[src/rtl/opm_write_seq.sv]
// OPM (YM2151) register write sequencer.
// Requests {addr,data} are queued in a small FIFO, then written out over the OPM bus:
// poll busy (status read), address write, idle gap, data write. All bus timing is
// counted in ce pulses. Bus strobes are registered from the FSM next state.
// Optional build macro OPM_WRITE_SEQ_TIMEOUT_EN adds a per-request poll limit and a
// sticky timeout_err flag. Without it polling never gives up and timeout_err is 0.
module opm_write_seq #(
  parameter int unsigned FIFO_DEPTH    = 16,
  parameter int unsigned GAP_CE        = 4,
  parameter int unsigned TIMEOUT_POLLS = 255
) (
  input  logic                          clk,
  input  logic                          reset,
  input  logic                          ce,
  input  logic                          req_valid,
  input  logic [7:0]                    req_addr,
  input  logic [7:0]                    req_data,
  output logic                          req_ready,
  output logic                          opm_cs_n,
  output logic                          opm_wr_n,
  output logic                          opm_rd_n,
  output logic                          opm_a0,
  output logic [7:0]                    opm_d,
  input  logic [7:0]                    opm_q,
  output logic                          pending,
  output logic [$clog2(FIFO_DEPTH):0]   level,
  output logic                          timeout_err,
  input  logic                          err_clr
);

  localparam int unsigned AW = $clog2(FIFO_DEPTH);
  localparam int unsigned LW = AW + 1;
  localparam logic [LW-1:0] DepthL  = LW'(FIFO_DEPTH);
  localparam logic [3:0]    GapLast = 4'(GAP_CE - 1);

  localparam logic [2:0] StIdle = 3'd0;
  localparam logic [2:0] StPoll = 3'd1;
  localparam logic [2:0] StAddr = 3'd2;
  localparam logic [2:0] StGap  = 3'd3;
  localparam logic [2:0] StData = 3'd4;

  // ---------------------------------------------------------------------------
  // Request FIFO
  // ---------------------------------------------------------------------------
  logic [15:0]   mem_q [FIFO_DEPTH];
  logic [AW-1:0] wptr_q, rptr_q;
  logic [LW-1:0] level_q, level_d;
  logic          push, pop;
  logic [15:0]   fifo_head;

  assign req_ready = (level_q < DepthL);
  assign push      = req_valid && req_ready;
  assign fifo_head = mem_q[rptr_q];
  assign level     = level_q;

  // Storage array; contents are don't-care after reset since pointers restart.
  always_ff @(posedge clk) begin
    if (push) begin
      mem_q[wptr_q] <= {req_addr, req_data};
    end
  end

  // Occupancy: simultaneous push and pop leave the level unchanged.
  always_comb begin
    level_d = level_q;
    case ({push, pop})
      2'b10:   level_d = level_q + LW'(1);
      2'b01:   level_d = level_q - LW'(1);
      default: level_d = level_q;
    endcase
  end

  // Pointers wrap naturally because FIFO_DEPTH is a power of two.
  always_ff @(posedge clk or posedge reset) begin
    if (reset) begin
      wptr_q  <= '0;
      rptr_q  <= '0;
      level_q <= '0;
    end else begin
      if (push) wptr_q <= wptr_q + AW'(1);
      if (pop)  rptr_q <= rptr_q + AW'(1);
      level_q <= level_d;
    end
  end

  // ---------------------------------------------------------------------------
  // Sequencer FSM
  // ---------------------------------------------------------------------------
  logic [2:0]  state_q, state_d;
  logic [3:0]  cnt_q, cnt_d;     // ce pulses spent in the current bus phase
  logic        rel_q, rel_d;     // POLL: strobes released for one ce between reads
  logic [15:0] hold_q, hold_d;   // request being written out
  logic        busy;

  assign busy    = opm_q[7];
  assign pending = (level_q != '0) || (state_q != StIdle);

`ifdef OPM_WRITE_SEQ_TIMEOUT_EN
  localparam logic [7:0] PollLast = 8'(TIMEOUT_POLLS - 1);
  logic [7:0] poll_cnt_q, poll_cnt_d;
  logic       tmo_set;
  logic       err_q, err_d;
`endif

  // Next-state logic; every transition except IDLE->POLL waits for ce.
  always_comb begin
    state_d = state_q;
    cnt_d   = cnt_q;
    rel_d   = rel_q;
    hold_d  = hold_q;
    pop     = 1'b0;
`ifdef OPM_WRITE_SEQ_TIMEOUT_EN
    poll_cnt_d = poll_cnt_q;
    tmo_set    = 1'b0;
`endif
    case (state_q)
      StIdle: begin
        if (level_q != '0) begin
          pop     = 1'b1;
          hold_d  = fifo_head;
          cnt_d   = '0;
          rel_d   = 1'b0;
`ifdef OPM_WRITE_SEQ_TIMEOUT_EN
          poll_cnt_d = '0;
`endif
          state_d = StPoll;
        end
      end
      StPoll: begin
        if (ce) begin
          if (rel_q) begin
            rel_d = 1'b0;
            cnt_d = '0;
          end else if (cnt_q == 4'd0) begin
            cnt_d = 4'd1;
          end else begin
            // Second ce of the read: busy flag is sampled here.
            cnt_d = '0;
            if (!busy) begin
              state_d = StAddr;
            end else begin
`ifdef OPM_WRITE_SEQ_TIMEOUT_EN
              if (poll_cnt_q == PollLast) begin
                tmo_set = 1'b1;
                state_d = StAddr;
              end else begin
                poll_cnt_d = poll_cnt_q + 8'd1;
                rel_d      = 1'b1;
              end
`else
              rel_d = 1'b1;
`endif
            end
          end
        end
      end
      StAddr: begin
        if (ce) begin
          if (cnt_q == 4'd1) begin
            cnt_d   = '0;
            state_d = StGap;
          end else begin
            cnt_d = cnt_q + 4'd1;
          end
        end
      end
      StGap: begin
        if (ce) begin
          if (cnt_q == GapLast) begin
            cnt_d   = '0;
            state_d = StData;
          end else begin
            cnt_d = cnt_q + 4'd1;
          end
        end
      end
      StData: begin
        if (ce) begin
          if (cnt_q == 4'd1) begin
            cnt_d   = '0;
            state_d = StIdle;
          end else begin
            cnt_d = cnt_q + 4'd1;
          end
        end
      end
      default: begin
        state_d = StIdle;
        cnt_d   = '0;
        rel_d   = 1'b0;
      end
    endcase
  end

  // FSM state registers.
  always_ff @(posedge clk or posedge reset) begin
    if (reset) begin
      state_q <= StIdle;
      cnt_q   <= '0;
      rel_q   <= 1'b0;
      hold_q  <= '0;
    end else begin
      state_q <= state_d;
      cnt_q   <= cnt_d;
      rel_q   <= rel_d;
      hold_q  <= hold_d;
    end
  end

  // ---------------------------------------------------------------------------
  // Bus outputs, decoded from the next state so they line up with the FSM and
  // come straight out of flops. Read and write strobes are mutually exclusive
  // by construction and cs_n is only low while one of them is.
  // ---------------------------------------------------------------------------
  logic       cs_n_q, wr_n_q, rd_n_q, a0_q;
  logic       cs_n_d, wr_n_d, rd_n_d, a0_d;
  logic [7:0] d_q, d_d;

  // Decode bus levels for the upcoming state.
  always_comb begin
    cs_n_d = 1'b1;
    wr_n_d = 1'b1;
    rd_n_d = 1'b1;
    a0_d   = 1'b0;
    d_d    = d_q;
    case (state_d)
      StPoll: begin
        if (!rel_d) begin
          cs_n_d = 1'b0;
          rd_n_d = 1'b0;
        end
      end
      StAddr: begin
        cs_n_d = 1'b0;
        wr_n_d = 1'b0;
        d_d    = hold_d[15:8];
      end
      StData: begin
        cs_n_d = 1'b0;
        wr_n_d = 1'b0;
        a0_d   = 1'b1;
        d_d    = hold_d[7:0];
      end
      default: ;
    endcase
  end

  // Output registers; reset releases the strobes immediately.
  always_ff @(posedge clk or posedge reset) begin
    if (reset) begin
      cs_n_q <= 1'b1;
      wr_n_q <= 1'b1;
      rd_n_q <= 1'b1;
      a0_q   <= 1'b0;
      d_q    <= '0;
    end else begin
      cs_n_q <= cs_n_d;
      wr_n_q <= wr_n_d;
      rd_n_q <= rd_n_d;
      a0_q   <= a0_d;
      d_q    <= d_d;
    end
  end

  assign opm_cs_n = cs_n_q;
  assign opm_wr_n = wr_n_q;
  assign opm_rd_n = rd_n_q;
  assign opm_a0   = a0_q;
  assign opm_d    = d_q;

  // ---------------------------------------------------------------------------
  // Timeout flag
  // ---------------------------------------------------------------------------
`ifdef OPM_WRITE_SEQ_TIMEOUT_EN
  // A timeout set wins over a clear on the same edge.
  always_comb begin
    err_d = err_q;
    if (tmo_set) begin
      err_d = 1'b1;
    end else if (err_clr) begin
      err_d = 1'b0;
    end
  end

  // Poll counter and sticky error flag.
  always_ff @(posedge clk or posedge reset) begin
    if (reset) begin
      poll_cnt_q <= '0;
      err_q      <= 1'b0;
    end else begin
      poll_cnt_q <= poll_cnt_d;
      err_q      <= err_d;
    end
  end

  assign timeout_err = err_q;
`else
  logic unused_cfg;
  assign unused_cfg  = err_clr | (TIMEOUT_POLLS == 0);
  assign timeout_err = 1'b0;
`endif

  // Only the busy bit of the status byte is meaningful.
  logic unused_status;
  assign unused_status = ^opm_q[6:0];

endmodule

[config.mk]
export PLATFORM = sky130hd
export DESIGN_NAME = opm_write_seq
export DESIGN_NICKNAME = d
export VERILOG_FILES = /design/src/rtl/opm_write_seq.sv
export SDC_FILE = /design/constraint.sdc
export NUM_CORES = 1
export LEC_CHECK = 0
export ABC_CLOCK_PERIOD_IN_PS = 6220
export BUFFER_PORTS_ARGS = -buffer_cell sky130_fd_sc_hd__buf_2
export CORE_AREA = 2 2 121 181
export DETAILED_ROUTE_END_ITERATION = 16
export DIE_AREA = 0 0 123 183
export MAX_ROUTING_LAYER = met4
export PLACE_DENSITY = 0.86
export SYNTH_ARGS = -nofsm -noshare
export SYNTH_HDL_FRONTEND = slang
export SYNTH_SLANG_ARGS = --single-unit
[constraint.sdc]
create_clock -name clk -period 6.22 [get_ports clk]
set_clock_uncertainty 0.05 [all_clocks]
set_input_delay 0.622 -clock clk [delete_from_list [all_inputs] [get_ports clk]]
set_output_delay 0.622 -clock clk [all_outputs]
set_load 0.02 [all_outputs]
# Yosys cells after proc, flatten, opt, wreduce, memory -nomap -nowiden
# Memory sizes are Yosys's and may differ from the RTL's.
# Index checks and enable logic that the tools add are counted.
dict set report word_totals {
  regBits 49
  ram_bits 256
  in_bits 29
  output_inout_bits 20
  wordCells 86
  mem_count 1
}
dict set report op_classes {
  addsub 5
  order_cmp 1
  n_eq_ne 15
  mux 40
  n_reduce_logical 12
}
# memory words word_bits read_ports rd_ports_with_merged_regs wr line
set memory_table {}
lappend memory_table {mem_q 16 16 1 0 1 45} ;# logic [15:0] mem_q [FIFO_DEPTH];
# cell count
set ops {}
lappend ops {{$mux 3} 11}
lappend ops {{$mux 16} 2}
lappend ops {{$mux 4} 6}
lappend ops {{$pmux 4 s4} 1}
lappend ops {{$pmux 8 s2} 1}
lappend ops {{$mux 1} 15}
lappend ops {{$pmux 3 s5} 1}
lappend ops {{$add 4x1->4 const B} 3}
lappend ops {{$pmux 5 s2} 1}
lappend ops {{$eq 3x2->1 const B} 3}
lappend ops {{$eq 3x1->1 const B} 2}
lappend ops {{$eq 3x3->1 const B} 2}
lappend ops {{$ne 2x2->1 const B} 3}
lappend ops {{$add 5x1->5 const B} 1}
lappend ops {{$lt 5x5->1 const B} 1}
lappend ops {{$reduce_bool 5->1} 1}
lappend ops {{$sub 5x1->5 const B} 1}
lappend ops {{$eq 4x1->1 const B} 1}
lappend ops {{$eq 4x2->1 const B} 1}
lappend ops {{$logic_not 4->1} 1}
lappend ops {{$reduce_and 4->1} 1}
lappend ops {{$reduce_bool 2->1} 2}
lappend ops {{$reduce_or 2->1} 2}
lappend ops {{$logic_not 3->1} 1}
lappend ops {{9 further kinds} 9}

# Longest topological paths before layout
# Gate-level depths: netlist of the first run.
dict set report depth {
  depth_word 8
  mapped_depth 11
  ltp_nobuf 10
}

# Least setup slack after synthesis of the first run
# OpenSTA, ideal clock, no wires.
dict set report synth_timing {
  kind {register to register}
  start {register level_q[1], in the netlist level[1]}
  end {register level_q[4], in the netlist level[4]}
  setup_time_ns 0.130
  t_arrival_ns 2.849
  required_time_ns 6.040
  path_slack_ns 3.191
  stages_incl_launch_ff 11
  path_buffers 0
  synth_period_minus_slack_ns 3.029
  path_cell_list {dfrtp_1 > or4_1 > o21ai_2 > inv_1 > ha_1 > fa_1 > a21o_1 > a21oi_1 > xor2_1 > nor2_1 > xnor2_1}
}
dict set report synth_via {
  elab_chain_cells 5
  elab_cells_between_ends 11
  cone_classes {add/sub: 2; order compare: 1; eq/ne: 2; mux: 3; reduce/logical: 3}
}
# item line
set synth_rtl {}
lappend synth_rtl {{start: declaration} 47} ;# logic [LW-1:0] level_q, level_d;
lappend synth_rtl {{start signal: assignment} 82} ;# level_q <= level_d;
lappend synth_rtl {{$reduce_bool 5->1 *} 118} ;# if (level_q != '0) begin
lappend synth_rtl {{$mux 1 *} 118}
lappend synth_rtl {{$mux 1 *} 116} ;# case (state_q)
lappend synth_rtl {{via pop} 48} ;# logic push, pop;
lappend synth_rtl {{$eq 2x1->1 / $eq 2x2->1 (equally long branches)} 66} ;# case ({push, pop})
lappend synth_rtl {{$pmux 5 s2 / $reduce_bool 2->1 (equally long branches)} --}
# Mark *: on every way through the listed nets, which the timed path passes. The rest lies on a longest branch.
# A chain may end at the register's enable or synchronous reset.

# Worst setup path in the final report of the first run
dict set report layout_timing {
  start {register level_q[0], in the netlist level[0]}
  end {register level_q[4], in the netlist level[4]}
}
# The elaborated chain is that of the path after synthesis.

==> results.yml, run 1 <==
final_layout:
  finalNetCount: 742
  syn_to_final_growth_pct: 11.3
  drive_gt1_share_pct: 29.6
  final_util_pct: 64.5
  finalInstanceArea_um2: 13500
  fillers: 1326
power_and_ir_drop:
  powerDensity_nw_per_um2: 431
  power.total_uw: 5840
  ir_drop_mv: 0.243
  p_leak_uw: 0.00468
drt:
  ant_nets: 0
  routedWlPerCell_um: 25.4
  wl_met3_mm: 1.79
  wl_met1_mm: 8.94
  routed_via_density: 6.42
  drc: 0
  highest_layer: "met4"
  wl_met2_mm: 13.5
  vias: 6343
  first_pass_iters: 5
  wl_mm: 25.1
  drtIter0Drc: 697
synthesis:
  synthMuxAreaShare_pct: 15.0
  avgSynthCellArea_um2: 18.9
  synth-xor-area-share_pct: 0.864
  synth_ff_type: "edfxtp_1"
  async_flop_share_pct: 16.1
  ys_ff_latch: 305
  seq_area_frac_synth_pct: 73.3
  netlist_area_um2: 12200
  syn_nets: 686
  synth-compound-area-share_pct: 4.09
  synth_cells: 643
  yosys.area_share.simple_pct: 3.70
  synth_top_family_by_area: "multiplexers"
  yosysWarnings: 0
  synth_edf_count: 256
  ys_types: 54
  synthAdderAreaFrac_pct: 1.50
cts:
  clockBufferDepth: 3
  clock-sinks: 305
  root_buffer: "clkbuf_16"
  cts_made_buffers: 26
  post_cts_resized: 0
  clk_pin_slew_worst_paths_ns: 0.06
  cts_setup_buffers: 0
  htreeDepth: 1
  clk_latency_ns: 0.52
  cts_tree: "built"
  hold_buffers: 0
setup_path:
  worst-path-max-fanout: 28
  cp.required_ns: 6.57
  worst_ep_arrival_time_ns: 4.25
  worst_setup_path_start_kind: "flip-flop"
  endpoint_kind: "flip-flop"
  setup.worst_path.class: "flip-flop to flip-flop"
sta:
  fin_crit_ns: 3.90
  post-route-period-util_pct: 62.8
  fmax_mhz: 256
  setup_tns_ns: 0
  worstMarginPinSlew_ns: 1.19
  rsz0062_at_grt: "false"
  slew_headroom_pct: 20.8
  drv_slew: 0
  fin_ws_ns: 2.32
  setup_viol: 0
  hold_viol_final: 0
grt:
  grt_pass1_vias: 6683
  grt_pass1_wl_mm: 38.3
  antenna_found_initial: 0
  track_usage_pct: 23.9
  grt.overflow.total: 0
  grt_start_max_net_pins: 59
floorplan:
  core_area_um2: 21000
  dieArea_um2: 22500
  start_util_pct: 58.0
  die_w_um: 123
  fp.dieH_um: 183
  std_cell_rows: 65
  ios: 49
placed_design:
  portBuffers: 39
  dpl_cell_area_um2: 12700
  gp_congestion: 0.784
  pre_cts_ws_ns: 2.35
  dp.final_hpwl_mm: 15.0
outcome:
  status: "completed"
hold_path:
  hold_path.class: "input pin to asynchronous set/reset pin"
job:
  cap_violations: 0
-- final timing paths --
check,slack (ns),endpoint,cells past startpoint,from
worst max-delay path,2.32,level[4],10,level[0]
worst min-delay path,0.30,level[1],2,reset
worst max register to register,2.32,level[4],10,level[0]
worst min register to register,0.44,hold_q[3],2,hold_q[3]
max in group asynchronous,5.09,rptr_q[2],2,reset
min in group clk,0.42,mem_q[6][13],1,req_addr[5]
-- cell families (layout without fill, tap and decap cells) --
family,after synthesis,count (layout)
buffers and inverters,42,118
other,1,2
and+or+nand+nor,97,97
DFF,305,305
AOI/OAI and AO/OA,74,74
adders and majority gates,14,14
xor gates and xnor gates,12,12
muxes,98,98
-- Yosys cell counts, types with 3 or more instances --
library cell	n	share of area, %
a21oi_1	18	0.74
a221o_1	8	0.66
a22oi_1	8	0.49
buf_1	5	0.15
buf_2	9	0.37
clkbuf_1	13	0.40
dfrtp_1	46	9.5
dfstp_2	3	0.65
edfxtp_1	256	63
ha_1	13	1.3
inv_1	13	0.40
mux2_2	25	2.3
mux2i_1	8	0.66
mux4_2	65	12
nand2_1	45	1.4
nand2b_1	4	0.21
nor2_1	24	0.74
nor2b_1	3	0.15
nor3_1	6	0.25
o21ai_0	21	0.86
xnor2_1	9	0.65
xor2_1	3	0.22
-- worst max-delay path: stages (launching register included) --
cell,delay [ns]
dfrtp_1,0.46
or4_1,0.61
o21ai_2,0.85
inv_1,0.25
ha_1,0.36
fa_1,0.45
a21o_1,0.22
a21oi_1,0.17
xor2_1,0.17
nor2_1,0.08
xnor2_1,0.13
-- stage by stage --
stage | std cells | hold slack [ns]
after floorplan | 643 | 0.390
after global placement | 939 | 0.404
after detailed placement | 939 | 0.410
after CTS | 987 | 0.342
after global routing | 987 | 0.394
final | 988 | 0.299
-- power breakdown --
part / internal, µW / switching, µW
combinational: 767 / 756
sequential: 2450 / 342
clock: 836 / 691
total: 4050 / 1790
-- metal layers --
layer / vias up / GRT usage [%]
li1: 2673 / -
met1: 3295 / 29.3
met2: 307 / 40.6
met3: 68 / 3.23
met4: 0 / 8.77
met5: - / -
-- final cells by class --
| type | count | area, µm² | area share, % |
|---|---|---|---|
| Clock buffer | 27 | 676 | 4.99 |
| Timing Repair Buffer | 57 | 330 | 2.44 |
| Inverter | 13 | 48.8 | 0.360 |
| Sequential cell | 305 | 8920 | 65.9 |
| Multi-Input combinational cell | 296 | 3090 | 22.8 |
| Tap cell | 268 | 335 | 2.48 |
| Clock inverter | 21 | 140 | 1.03 |
| Antenna cell | 1 | 2.50 | 0.0185 |
-- flip-flops by register name, summed over array words and instances (netlist names), 3 cells and up --
| register | count |
|---|---|
| hold_q | 16 |
| rptr_q | 4 |
| level | 5 |
| state_q | 3 |
| opm_d | 8 |
| cnt_q | 4 |
| wptr_q | 4 |
| mem_q | 256 |
-- layout by cell type (no fill, tap or decap), types with 5 or more instances in the layout --
| cell | instances |
|---|---|
| mux4_2 | 65 |
| clkbuf_16 | 27 |
| mux2i_1 | 8 |
| ha_1 | 13 |
| a21oi_1 | 18 |
| clkinv_1 | 5 |
| nor2_1 | 24 |
| buf_4 | 18 |
| nand2_1 | 45 |
| a22oi_1 | 8 |
| clkinv_2 | 9 |
| o21ai_0 | 21 |
| edfxtp_1 | 256 |
| xnor2_1 | 9 |
| mux2_2 | 25 |
| a221o_1 | 8 |
| inv_1 | 12 |
| dfrtp_1 | 42 |
| buf_2 | 39 |
Note: power is estimated with default switching activity, not from simulation.
==> run 2: changes to the inputs <==
--- a/config.mk
+++ b/config.mk
@@ -5,7 +5,7 @@
 export SDC_FILE = /design/constraint.sdc
 export NUM_CORES = 1
 export LEC_CHECK = 0
-export ABC_CLOCK_PERIOD_IN_PS = 6220
+export ABC_CLOCK_PERIOD_IN_PS = 3900
 export BUFFER_PORTS_ARGS = -buffer_cell sky130_fd_sc_hd__buf_2
 export CORE_AREA = 2 2 121 181
 export DETAILED_ROUTE_END_ITERATION = 16
==> constraint.sdc (replaced) <==
create_clock -name clk -period 3.9 [get_ports clk]
set_clock_uncertainty 0.05 [all_clocks]
set_input_delay 0.39 -clock clk [delete_from_list [all_inputs] [get_ports clk]]
set_output_delay 0.39 -clock clk [all_outputs]
set_load 0.02 [all_outputs]
==> results.yml, run 2 (synthesis gave the netlist of run 1 again) <==
outcome:
  status: "completed"
sta:
  hold_slack_ns: 0.0770
  post-route-period-util_pct: 77.2
  slew_headroom_pct: 29.6
  fmax_mhz: 332
  setup_tns_ns: 0
  fin_crit_ns: 3.01
  setup_viol: 0
  rsz0062_at_grt: "false"
  drv_slew: 0
  fin_ws_ns: 0.887
  hold_viol_final: 0
  worstMarginPinSlew_ns: 1.06
setup_path:
  cp.required_ns: 4.26
  setup.worst_path.class: "flip-flop to flip-flop"
  endpoint_kind: "flip-flop"
  worst_setup_path_start_kind: "flip-flop"
  worst-path-max-fanout: 6
  worst_ep_arrival_time_ns: 3.38
placed_design:
  pre_cts_ws_ns: 0.921
  gp_congestion: 0.780
  dp.final_hpwl_mm: 15.5
  portBuffers: 39
  dp.cells: 946
final_layout:
  stdcell_count: 994
  final_cell_mix: "256 x edfxtp_1, 65 x mux4_2, 45 x nand2_1"
  final_util_pct: 65.1
  diodes: 0
  final_common_cell: "edfxtp_1"
  fillers: 1306
  max_flop_register: "mem_q"
  finalNetCount: 749
  largest_reg_flops: 256
  syn_to_final_growth_pct: 12.3
  drive_gt1_share_pct: 29.5
drt:
  ant_nets: 0
  wl_met3_mm: 1.81
  first_pass_iters: 5
  routedWlPerCell_um: 26.5
  drtIter0Drc: 607
  wl_mm: 26.4
  highest_layer: "met4"
  drc: 0
  vias: 6407
  wl_met1_mm: 9.22
  wl_met2_mm: 14.3
  routed_via_density: 6.45
cts:
  post_cts_resized: 0
  cts_made_buffers: 26
  clk_pin_slew_worst_paths_ns: 0.07
  clock-sinks: 305
  root_buffer: "clkbuf_16"
  cts_tree: "built"
  clockBufferDepth: 3
  cts_setup_buffers: 0
  clk_latency_ns: 0.54
  htreeDepth: 1
  hold_buffers: 0
hold_path:
  hold_path.class: "input pin to asynchronous set/reset pin"
grt:
  antenna_found_initial: 0
  grt_pass1_wl_mm: 40.0
  grt_start_max_net_pins: 50
  grt.overflow.total: 0
  track_usage_pct: 25.2
  grt_pass1_vias: 6666
floorplan:
  start_util_pct: 58.0
  dieArea_um2: 22500
  fp.dieH_um: 183
  core_area_um2: 21000
  ios: 49
  std_cell_rows: 65
  die_w_um: 123
power_and_ir_drop:
  ir_drop_mv: 0.365
  p_leak_uw: 0.00474
  powerDensity_nw_per_um2: 702
job:
  cap_violations: 0
run 2: cell types whose count changed in the layout (fill, tap and decap cells not counted), sizes merged:
cell,change
clkbuf,+11
clkinv,-9
buf,+7
bufinv,+2
clkinvlp,-2
inv,-2
diode,-1
run 2: final cells by class:
type / count / area, µm² / area share [%]
multi-input combinational: 296 / 3090 / 22.6
tap: 268 / 335 / 2.46
clock inverter: 10 / 133 / 0.971
sequential: 305 / 8920 / 65.4
inverter: 13 / 48.8 / 0.357
timing repair buffer: 64 / 383 / 2.80
clock buffer: 38 / 747 / 5.47
run 2: where the power goes:
group	switching [µW]	internal, µW
Combinational	1250	1240
Clock	1110	1530
Sequential	540	3910
Total	2900	6680
run 2: routing by layer:
| metal | global-route usage, % | up-vias |
|---|---|---|
| met5 | - | - |
| met4 | 9.82 | 0 |
| met3 | 2.89 | 99 |
| met2 | 43.5 | 332 |
| met1 | 30.3 | 3296 |
| li1 | - | 2680 |
run 2: worst paths after layout:
kind | slack (ns) | cells past startpoint | startpoint | endpoint
max | 0.89 | 10 | level[0] | level[4]
min | 0.08 | 2 | reset | opm_d[3]
max reg2reg | 0.89 | 10 | level[0] | level[4]
min reg2reg | 0.44 | 2 | hold_q[1] | hold_q[1]
max in group asynchronous | 2.97 | 2 | reset | rptr_q[2]
min in group clk | 0.17 | 1 | req_addr[7] | mem_q[13][15]
run 2: worst max-delay path: stages (launching register included):
cell and delay, ns:
dfrtp_1 0.45, or4_1 0.65, o21ai_2 0.19, inv_1 0.12, ha_1 0.29, fa_1 0.44, a21o_1 0.20, a21oi_1 0.16
xor2_1 0.15, nor2_1 0.06, xnor2_1 0.13
run 2: through the flow:
step,cell area (µm²),power (µW)
4_1_cts,13700,9610
5_1_grt,13700,9970
3_3_place_gp,12800,6770
6_report,13700,9580
3_5_place_dp,12800,6940
2_1_floorplan,12200,6180
